**config.mk**
```make
export PLATFORM = sky130hd
export DESIGN_NAME = wb_queue
export DESIGN_NICKNAME = d
export VERILOG_FILES = /design/src/rtl/wb_queue.sv
export SDC_FILE = /design/constraint.sdc
export NUM_CORES = 1
export LEC_CHECK = 0
export ABC_AREA = 1
export CORE_MARGIN = 2
export CORE_UTILIZATION = 49
export CTS_BUF_LIST = sky130_fd_sc_hd__clkbuf_4 sky130_fd_sc_hd__clkbuf_8
export DETAILED_ROUTE_END_ITERATION = 10
export GPL_TIMING_DRIVEN = 0
export PLACE_DENSITY = 0.79
export RECOVER_POWER = 100
export SETUP_SLACK_MARGIN = 0.15
export SLEW_MARGIN = 30
export SYNTH_ARGS = -nofsm -noshare
export SYNTH_HDL_FRONTEND = slang
export SYNTH_SLANG_ARGS = --single-unit
```
**constraint.sdc**
```tcl
create_clock -name CLK -period 2.2 [get_ports CLK]
set_input_delay 0.55 -clock CLK [delete_from_list [all_inputs] [get_ports CLK]]
set_output_delay 0.55 -clock CLK [all_outputs]
set_load 0.005 [all_outputs]
```
**src/rtl/wb_queue.sv**
```systemverilog
// wb_queue: write-back arbiter in front of the register-file write port.
// It merges the never-stalled pipeline write-back with long-latency results
// that arrive over a valid/ready handshake and wait in an in-order queue.
// Latency: pipeline writes 1 cycle; queued writes at least 2 cycles, with no bypass.
// Backpressure: lready drops when the queue holds DEPTH entries or while RST is high.
// Ports:
//   CLK, RST (async, active-high)
//   pWEN/pwsel/pwdat     pipeline write request, always accepted
//   lvalid/lready/lwsel/lwdat  long-latency result handshake
//   WEN/wsel/wdat        registered register-file write port
//   pending, busy_mask   hazard information from the valid queue entries
//   rsel, fwd_hit, fwd_dat  forwarding lookup, present only with WBQ_FWD_EN
// Optional feature macro: WBQ_FWD_EN (forwarding lookup). When it is not
// defined, fwd_hit and fwd_dat are tied to 0 and rsel is unused.
module wb_queue #(
  parameter int DEPTH  = 4,
  parameter int WORD_W = 32,
  parameter int REG_W  = 5
) (
  input  logic                   CLK,
  input  logic                   RST,
  input  logic                   pWEN,
  input  logic [REG_W-1:0]       pwsel,
  input  logic [WORD_W-1:0]      pwdat,
  input  logic                   lvalid,
  output logic                   lready,
  input  logic [REG_W-1:0]       lwsel,
  input  logic [WORD_W-1:0]      lwdat,
  output logic                   WEN,
  output logic [REG_W-1:0]       wsel,
  output logic [WORD_W-1:0]      wdat,
  output logic                   pending,
  output logic [(1<<REG_W)-1:0]  busy_mask,
  input  logic [REG_W-1:0]       rsel,
  output logic                   fwd_hit,
  output logic [WORD_W-1:0]      fwd_dat
);

  localparam int PTR_W   = $clog2(DEPTH);
  localparam int COUNT_W = PTR_W + 1;
  localparam int NREG    = 1 << REG_W;

  typedef logic [WORD_W-1:0] word_t;
  typedef logic [REG_W-1:0]  reg_sel_t;

  // Queue storage. A slot's valid bit is cleared when it is popped, so a set
  // valid bit always means an occupied, live entry.
  logic [DEPTH-1:0]   valid_q, valid_d;
  reg_sel_t           entry_wsel_q [DEPTH];
  word_t              entry_wdat_q [DEPTH];
  logic [PTR_W-1:0]   head_q, tail_q;
  logic [COUNT_W-1:0] count_q;

  logic     wen_q, wen_d;
  reg_sel_t wsel_q, wsel_d;
  word_t    wdat_q, wdat_d;

  logic p_eff, full, head_valid, head_stale, push, pop, emit_head;

  assign p_eff      = pWEN && (pwsel != '0);
  assign full       = (count_q == COUNT_W'(DEPTH));
  assign lready     = !full && !RST;
  assign head_valid = valid_q[head_q];
  assign head_stale = (count_q != '0) && !valid_q[head_q];
  // A result to register 0, or to the register the pipeline writes in the
  // same cycle, is accepted but never stored: it is already dead.
  assign push       = lvalid && lready && (lwsel != '0) && !(p_eff && (lwsel == pwsel));
  // A pipeline write takes the port, so a valid head must wait; a stale head
  // never needs the port and can be popped regardless.
  assign emit_head  = head_valid && !p_eff;
  assign pop        = head_stale || emit_head;

  always_comb begin
    valid_d = valid_q;
    if (pop) valid_d[head_q] = 1'b0;
    if (p_eff) begin
      for (int i = 0; i < DEPTH; i++) begin
        if (entry_wsel_q[i] == pwsel) valid_d[i] = 1'b0;
      end
    end
    // The tail slot is free, so neither the pop nor the squash touches it.
    if (push) valid_d[tail_q] = 1'b1;
  end

  always_comb begin
    wen_d  = 1'b0;
    wsel_d = wsel_q;
    wdat_d = wdat_q;
    if (p_eff) begin
      wen_d  = 1'b1;
      wsel_d = pwsel;
      wdat_d = pwdat;
    end else if (emit_head) begin
      wen_d  = 1'b1;
      wsel_d = entry_wsel_q[head_q];
      wdat_d = entry_wdat_q[head_q];
    end
  end

  always_ff @(posedge CLK or posedge RST) begin
    if (RST) begin
      valid_q <= '0;
      head_q  <= '0;
      tail_q  <= '0;
      count_q <= '0;
      wen_q   <= 1'b0;
      wsel_q  <= '0;
      wdat_q  <= '0;
    end else begin
      valid_q <= valid_d;
      if (pop)  head_q <= head_q + PTR_W'(1);
      if (push) tail_q <= tail_q + PTR_W'(1);
      count_q <= count_q + COUNT_W'(push) - COUNT_W'(pop);
      wen_q   <= wen_d;
      wsel_q  <= wsel_d;
      wdat_q  <= wdat_d;
    end
  end

  // Payload needs no reset: it is only looked at behind a valid bit.
  always_ff @(posedge CLK) begin
    if (push) begin
      entry_wsel_q[tail_q] <= lwsel;
      entry_wdat_q[tail_q] <= lwdat;
    end
  end

  assign WEN  = wen_q;
  assign wsel = wsel_q;
  assign wdat = wdat_q;

  assign pending = |valid_q;

  always_comb begin
    busy_mask = '0;
    for (int i = 0; i < DEPTH; i++) begin
      if (valid_q[i]) busy_mask[entry_wsel_q[i]] = 1'b1;
    end
    busy_mask[0] = 1'b0;
  end

`ifdef WBQ_FWD_EN
  logic [PTR_W-1:0] fwd_idx;

  // Walk from oldest to youngest so the last match, the youngest, wins.
  always_comb begin
    fwd_hit = 1'b0;
    fwd_dat = '0;
    fwd_idx = '0;
    for (int i = 0; i < DEPTH; i++) begin
      fwd_idx = head_q + PTR_W'(i);
      if (valid_q[fwd_idx] && (entry_wsel_q[fwd_idx] == rsel) && (rsel != '0)) begin
        fwd_hit = 1'b1;
        fwd_dat = entry_wdat_q[fwd_idx];
      end
    end
  end
`else
  logic unused_rsel;
  assign unused_rsel = ^rsel;
  assign fwd_hit     = 1'b0;
  assign fwd_dat     = '0;
`endif

endmodule

```
==> impl_metrics.ini, run 1 <==
[outcome]
status = finished, violations left
violations = negative setup slack

[yosys]
synth_top_area_share_pct = 46.9
ys_seq_elements = 197
yosys_warnings = 0
synth_cells = 935
yosysSeqAreaShare_pct = 59.9
syn-cell-area_um2 = 9470
synth.avg_cell_area_um2 = 10.1
synth_top_area_cell = edfxtp_1
synth.area.top_cells = edfxtp_1 (47%), dfrtp_1 (13%), nand2_1 (9.6%)
synth_cell_types = 30

[place]
routabilityCongestion = 0.966
io_buffer_count = 143
dpl.hpwl_um = 17000

[clocking]
cts_tree = built
path_clk_slew_ns = 0.11
clockBufferDepth = 2
h-tree-depth = 4
clkSinkCount = 197
cts-buffers-inserted = 17
clkLatencyLatePin_ns = 0.48
cts_root_buffer = clkbuf_8

[routing]
postRouteAntennaNets = 0
wirelength_um = 30500
via_per_inst = 5.77
wire_per_inst_um = 20.2
num_vias = 8735
firstDrtPassIters = 8
first_iter_violations = 1121
route.detailed.drc = 0

[global_route]
grt_remaining_overflow = 0
first_global_vias = 8141
grt_start_max_net_pins = 28
antenna_found_initial = 3
grt_pass1_wl_um = 44400
grtUsageTotal_pct = 29.1

[critical_path]
cp_data_arrival_time_ns = 1.87
crit_type = register to output pin
cp.required_ns = 1.65
crit_path_start_kind = register
cp-end-kind = output pin
cp_max_fo = 8

[floorplan]
dieArea_um2 = 20500
die_x_um = 143
dieHeight_um = 143
fp-row-count = 50
io_pins = 188
core_area_um2 = 18800
initial_core_util_pct = 50.3

[run]
drv_cap = 0

[timing]
setup_viol = 40
finalCritPeriodShare_pct = 110
slew_headroom_pct = 46.0
fin_ws_ns = -0.215
rsz0062_at_grt = true
timing.fmax_mhz = 414
min_period_ns = 2.42
maxSlewViolCount = 0
worst_slew_pin_slew_ns = 0.810
finalHoldViolCount = 0
skew_ns = 0.0156

[power_and_ir_drop]
peakVddDrop_v = 0.000575
p_leak_nw = 5.30
power_mw = 13.5
power.density_nw_per_um2 = 1010

[layout]
drive_above_1_share_pct = 28.5
final_nets = 1334
fill_cells = 1269
syn_to_final_growth_pct = 40.9
fin_util_pct = 70.9
seq_area_um2 = 5680
multi_input_area_um2 = 3960

[worst_hold_path]
hold_path.class = primary input to async pin
[cell usage in the layout, fill, tap and decap left out, types with 9 or more instances in the layout]
cell	netlist	layout
nand3_1	157	108
xor2_1	9	9
nand2_1	242	231
clkbuf_8	0	20
buf_2	17	44
buf_4	36	96
o221ai_1	28	10
clkbuf_1	21	26
o221ai_2	0	18
buf_6	5	35
clkdlybuf4s50_1	0	33
edfxtp_1	148	148
xnor2_1	10	9
inv_2	3	17
nand3_4	0	31
nand2_2	2	10
dfrtp_1	49	45
o21ai_0	11	11
conb_1	1	34
a21oi_1	14	14
nand3_2	0	18
dlygate4sd3_1	0	70
o22a_1	26	26
nor2_1	48	47
inv_1	44	16
a31oi_1	32	32
[worst max-delay path, stage by stage (launching register included)]
cell and delay [ns]:
edfxtp_1 0.46, inv_2 0.15, buf_6 0.13, nand3_4 0.15, o22a_1 0.26, o221ai_2 0.08
buf_2 0.15
[kinds of logic (layout without fill, tap and decap cells)]
family / Yosys count / in the layout / share of synthesized area (%)
buffers and inverters: 129 / 414 / 7.19
and+or+nand+nor: 455 / 455 / 20.3
other: 1 / 35 / 0.0396
xor gates and xnor gates: 19 / 19 / 1.76
AOI/OAI and AO/OA: 123 / 123 / 9.27
DFF: 197 / 197 / 59.9
adders and majority gates: 11 / 11 / 1.53
[stage by stage]
| stage | std cells | hold slack (ns) | setup TNS (ns) | instance area (um2) | setup slack (ns) |
|---|---|---|---|---|---|
| final | 1514 | 0.293 | -4.54 | 13300 | -0.215 |
| after CTS | 1497 | 0.312 | -1.88 | 13100 | -0.104 |
| after floorplan | 968 | 0.455 | -76.74 | 9650 | -0.597 |
| after global routing | 1514 | 0.335 | -11.21 | 13300 | -0.270 |
| after global placement | 1371 | 0.474 | -300.56 | 11400 | -1.99 |
| after detailed placement | 1372 | 0.472 | -216.38 | 11400 | -1.43 |
[cell type report]
| class | count | area share (%) |
|---|---|---|
| Timing Repair Buffer | 248 | 16.5 |
| Clock inverter | 15 | 1.08 |
| Tap cell | 260 | 2.44 |
| Clock buffer | 17 | 1.75 |
| Buffer | 81 | 4.00 |
| Multi-Input combinational cell | 642 | 29.7 |
| Antenna cell | 1 | 0.0188 |
| Inverter | 48 | 1.77 |
| Sequential cell | 197 | 42.5 |
| Timing Repair inverter | 5 | 0.244 |
[synthesized netlist by cell type]
cell,n
nand2_1,242
nand3_1,157
edfxtp_1,148
dfrtp_1,49
nor2_1,48
inv_1,44
buf_4,36
a31oi_1,32
o221ai_1,28
o22a_1,26
clkbuf_1,21
buf_2,17
a21oi_1,14
o21ai_0,11
ha_1,10
xnor2_1,10
xor2_1,9
o22ai_1,8
buf_6,5
o211ai_1,4
inv_2,3
buf_1,2
nand2_2,2
nand4_1,2
or2_1,2
conb_1,1
fa_1,1
inv_4,1
nand3b_1,1
or2_2,1
[final timing paths]
| path | cells past startpoint | from | slack (ns) | end |
|---|---|---|---|---|
| min | 2 | RST | 0.29 | count_q[1] |
| max | 6 | entry_wsel_q[0][0] | -0.22 | busy_mask[2] |
| max in group asynchronous | 3 | RST | 0.81 | wdat[24] |
| max reg2reg | 8 | head_q[0] | -0.09 | wdat[1] |
| min in group CLK | 1 | lwsel[1] | 0.47 | entry_wsel_q[2][1] |
| min reg2reg | 1 | count_q[2] | 0.49 | count_q[2] |
[power breakdown]
part           total, mW  switching [mW]  internal (mW)
registers           5.15           0.382           4.77
logic               6.15            3.65           2.50
clock network       2.20            1.37          0.830
total               13.5            5.40           8.10
[registers in the layout, summed over array words and instances, names as in the netlist]
register	count
WEN	1
wsel	5
entry_wdat_q	128
wdat	32
tail_q	2
entry_wsel_q	20
head_q	2
valid_q	4
count_q	3
[timing repair]
| action | CTS | global route |
|---|---|---|
| setup endpoints to repair | 184 | 160 |
| resized for setup | 302 | 47 |
| gates cloned | 5 | 0 |
| hold buffers | 0 | 0 |
| buffers inserted | 88 | 16 |
| pin swaps | 31 | 33 |
| hold endpoints to repair | 0 | 0 |
[routing by layer]
layer | vias up | routed length [um] | global-route usage (%)
li1 | 3861 | - | -
met1 | 4023 | 11000 | 36.9
met2 | 705 | 14500 | 48.0
met3 | 142 | 3680 | 6.44
met4 | 4 | 1360 | 13.2
met5 | - | 23 | 0
Note: power is estimated with default switching activity, not from simulation.
==> inputs of run 2 (changes only) <==
--- a/config.mk
+++ b/config.mk
@@ -11,6 +11,7 @@
 export CTS_BUF_LIST = sky130_fd_sc_hd__clkbuf_4 sky130_fd_sc_hd__clkbuf_8
 export DETAILED_ROUTE_END_ITERATION = 10
 export GPL_TIMING_DRIVEN = 0
+export HOLD_SLACK_MARGIN = 0.15
 export PLACE_DENSITY = 0.79
 export RECOVER_POWER = 100
 export SETUP_SLACK_MARGIN = 0.15
==> results of run 2 <==
The final DEF is identical to that of run 1; final timing and power are the same.
==> inputs of run 3 (changes only) <==
--- a/config.mk
+++ b/config.mk
@@ -7,12 +7,12 @@
 export LEC_CHECK = 0
 export ABC_AREA = 1
 export CORE_MARGIN = 2
-export CORE_UTILIZATION = 49
+export CORE_UTILIZATION = 50
 export CTS_BUF_LIST = sky130_fd_sc_hd__clkbuf_4 sky130_fd_sc_hd__clkbuf_8
 export DETAILED_ROUTE_END_ITERATION = 10
 export GPL_TIMING_DRIVEN = 0
 export HOLD_SLACK_MARGIN = 0.15
-export PLACE_DENSITY = 0.79
+export PLACE_DENSITY = 0.78
 export RECOVER_POWER = 100
 export SETUP_SLACK_MARGIN = 0.15
 export SLEW_MARGIN = 30
==> constraint.sdc (replaced) <==
create_clock -name CLK -period 2.6 [get_ports CLK]
set_input_delay 0.65 -clock CLK [delete_from_list [all_inputs] [get_ports CLK]]
set_output_delay 0.65 -clock CLK [all_outputs]
set_load 0.005 [all_outputs]
==> run 3 against run 2 <==
The run now ends clean. Sequential cell count is the same. Sequential power shrank 14%. Final area shrank 4.0%. Non-clock buffer count shrank 19. Highest routed layer unchanged. Count of clock-buffer cells in the layout is the same. Final cell count shrank 2.8%. Via count shrank 3.2%. Global-route usage shrank 1.1 points. Register-to-register slack gained 0.26 ns.
==> impl_metrics.ini, run 3 (synthesis gave the netlist of run 1 again) <==
[floorplan]
initial_core_util_pct = 50.8
die_x_um = 142
fp-row-count = 50
dieArea_um2 = 20100
io_pins = 188
core_area_um2 = 18600
dieHeight_um = 142

[run]
drv_cap = 0

[power_and_ir_drop]
seqPwrFrac_pct = 39.2
internal-power_mw = 6.89
p_leak_nw = 5.14
p_sw_share_pct = 38.7
power_mw = 11.3
p_clk_share_pct = 18.5
power.switching_mw = 4.36
comb_power_share_pct = 42.3
peakVddDrop_v = 0.000652
power.density_nw_per_um2 = 879

[routing]
via_per_inst = 5.75
postRouteAntennaNets = 0
route.detailed.drc = 0
wirelength_um = 28800
first_iter_violations = 877
firstDrtPassIters = 7
wire_per_inst_um = 19.6
num_vias = 8458

[critical_path]
crit_buf_inv = 2
crit_path_start_kind = register
crit_cells = 5
cp-end-kind = output pin
crit_type = register to output pin
cp_slowest_stage_delay_ns = 0.50
cp_max_fo = 5
cpLargestDelayFamily = flip-flops
crit_chain = inv_2 -> nand3_1 -> o22a_1 -> o221ai_1 -> clkdlybuf4s15_1
worstRegToRegCells = 13
slowest_stage = edfxtp_1
cp.required_ns = 1.95
cp_data_arrival_time_ns = 1.88

[global_route]
grt_start_max_net_pins = 20
grtUsageTotal_pct = 28.0
antenna_found_initial = 2
grt_remaining_overflow = 0
first_global_vias = 7920
grt_pass1_wl_um = 42600

[timing]
rsz0062_at_grt = true
fin_tns_setup_ns = 0
slew_headroom_pct = 40.9
hold_slack_ns = 0.264
maxSlewViolCount = 0
finalCritPeriodShare_pct = 97.5
timing.fmax_mhz = 395
fin_ws_ns = 0.0652
min_period_ns = 2.53
skew_ns = 0.00897
finalHoldViolCount = 0
setup_viol = 0
worst_slew_pin_slew_ns = 0.886

[layout]
syn_to_final_growth_pct = 35.2
fin_util_pct = 68.7
final_nets = 1315
layout_common_cells = nand2_1 (239), edfxtp_1 (148), nand3_1 (122), buf_4 (84), dlygate4sd3_1 (70)
stdcell_count = 1471
top_register = entry_wdat_q
largest_reg_flops = 128
drive_above_1_share_pct = 22.6
final_common_cell = nand2_1
fin_area_um2 = 12800

[clocking]
path_clk_slew_ns = 0.10
clockBufferDepth = 2
h-tree-depth = 4
ctsHoldBuffers = 0
cts_tree = built
cts_root_buffer = clkbuf_8
clkLatencyLatePin_ns = 0.46
cts-buffers-inserted = 17
clkSinkCount = 197

[place]
dpl.hpwl_um = 17100
routabilityCongestion = 0.974
io_buffer_count = 143
dpl_cell_area_um2 = 11400
dp_cells = 1346
place_ws_ns = -1.40

[worst_hold_path]
hold_path.class = primary input to async pin

[outcome]
status = finished clean
==> run 3: cell count changes in the layout (fill, tap and decap cells not counted), moves of 10 or more <==
cell | previous run | this run
buf_2 | 44 | 32
buf_4 | 96 | 84
buf_6 | 35 | 15
clkbuf_2 | 6 | 16
nand3_1 | 108 | 122
nand3_4 | 31 | 21
==> run 3: power groups by stage <==
stage / clock (mW) / combinational, mW / sequential [mW]
2_1_floorplan: 0 / 2.48 / 4.40
3_3_place_gp: 0 / 4.22 / 4.42
3_5_place_dp: 0 / 4.33 / 4.43
4_1_cts: 2.10 / 4.60 / 4.41
5_1_grt: 2.21 / 5.20 / 4.48
6_report: 2.08 / 4.76 / 4.41
==> run 3: cell type report <==
class,count,area [um2]
multi-input cells,642,3690
flip-flops and latches,197,5680
fillers,1351,5840
diodes,3,7.51
repair inverters,5,32.5
well taps,234,293
inverters,48,204
repair buffers,229,1980
clock inverters,15,195
clock buffers,17,234
plain buffers,81,493
==> run 3: worst register-to-register path, delay by kind of cell, from the launching register on <==
family | cells | cell delay [ns]
XOR/XNOR | 2 | 0.30
buffers and inverters | 2 | 0.16
adder cells (fa/ha/maj) | 3 | 0.82
flip-flops | 1 | 0.52
AND/OR/NAND/NOR | 6 | 0.52
==> run 3: metal layers <==
layer / GRT usage [%] / wire [um] / vias up
li1: - / - / 3833
met4: 11.6 / 1040 / 2
met2: 46.3 / 13900 / 568
met1: 36.5 / 10900 / 3952
met5: 0 / 13 / -
met3: 5.57 / 3010 / 103
==> run 3: what timing repair did <==
item,in CTS,in global routing
endpoints found under the setup margin,183,34
buffers inserted,49,35
pin swaps,3,19
cloned,6,0
resized for setup,151,89
==> run 3: path summary, 6_finish.rpt <==
kind	start	to	slack, ns
hold reg to reg	wsel[3]	wsel[3]	0.51
max in group asynchronous	RST	valid_q[3]	0.94
min in group CLK	wsel[3]	wsel[3]	0.51
setup reg to reg	valid_q[3]	count_q[2]	0.17
setup / recovery	entry_wsel_q[0][3]	busy_mask[3]	0.07
hold / removal	RST	wdat[12]	0.26
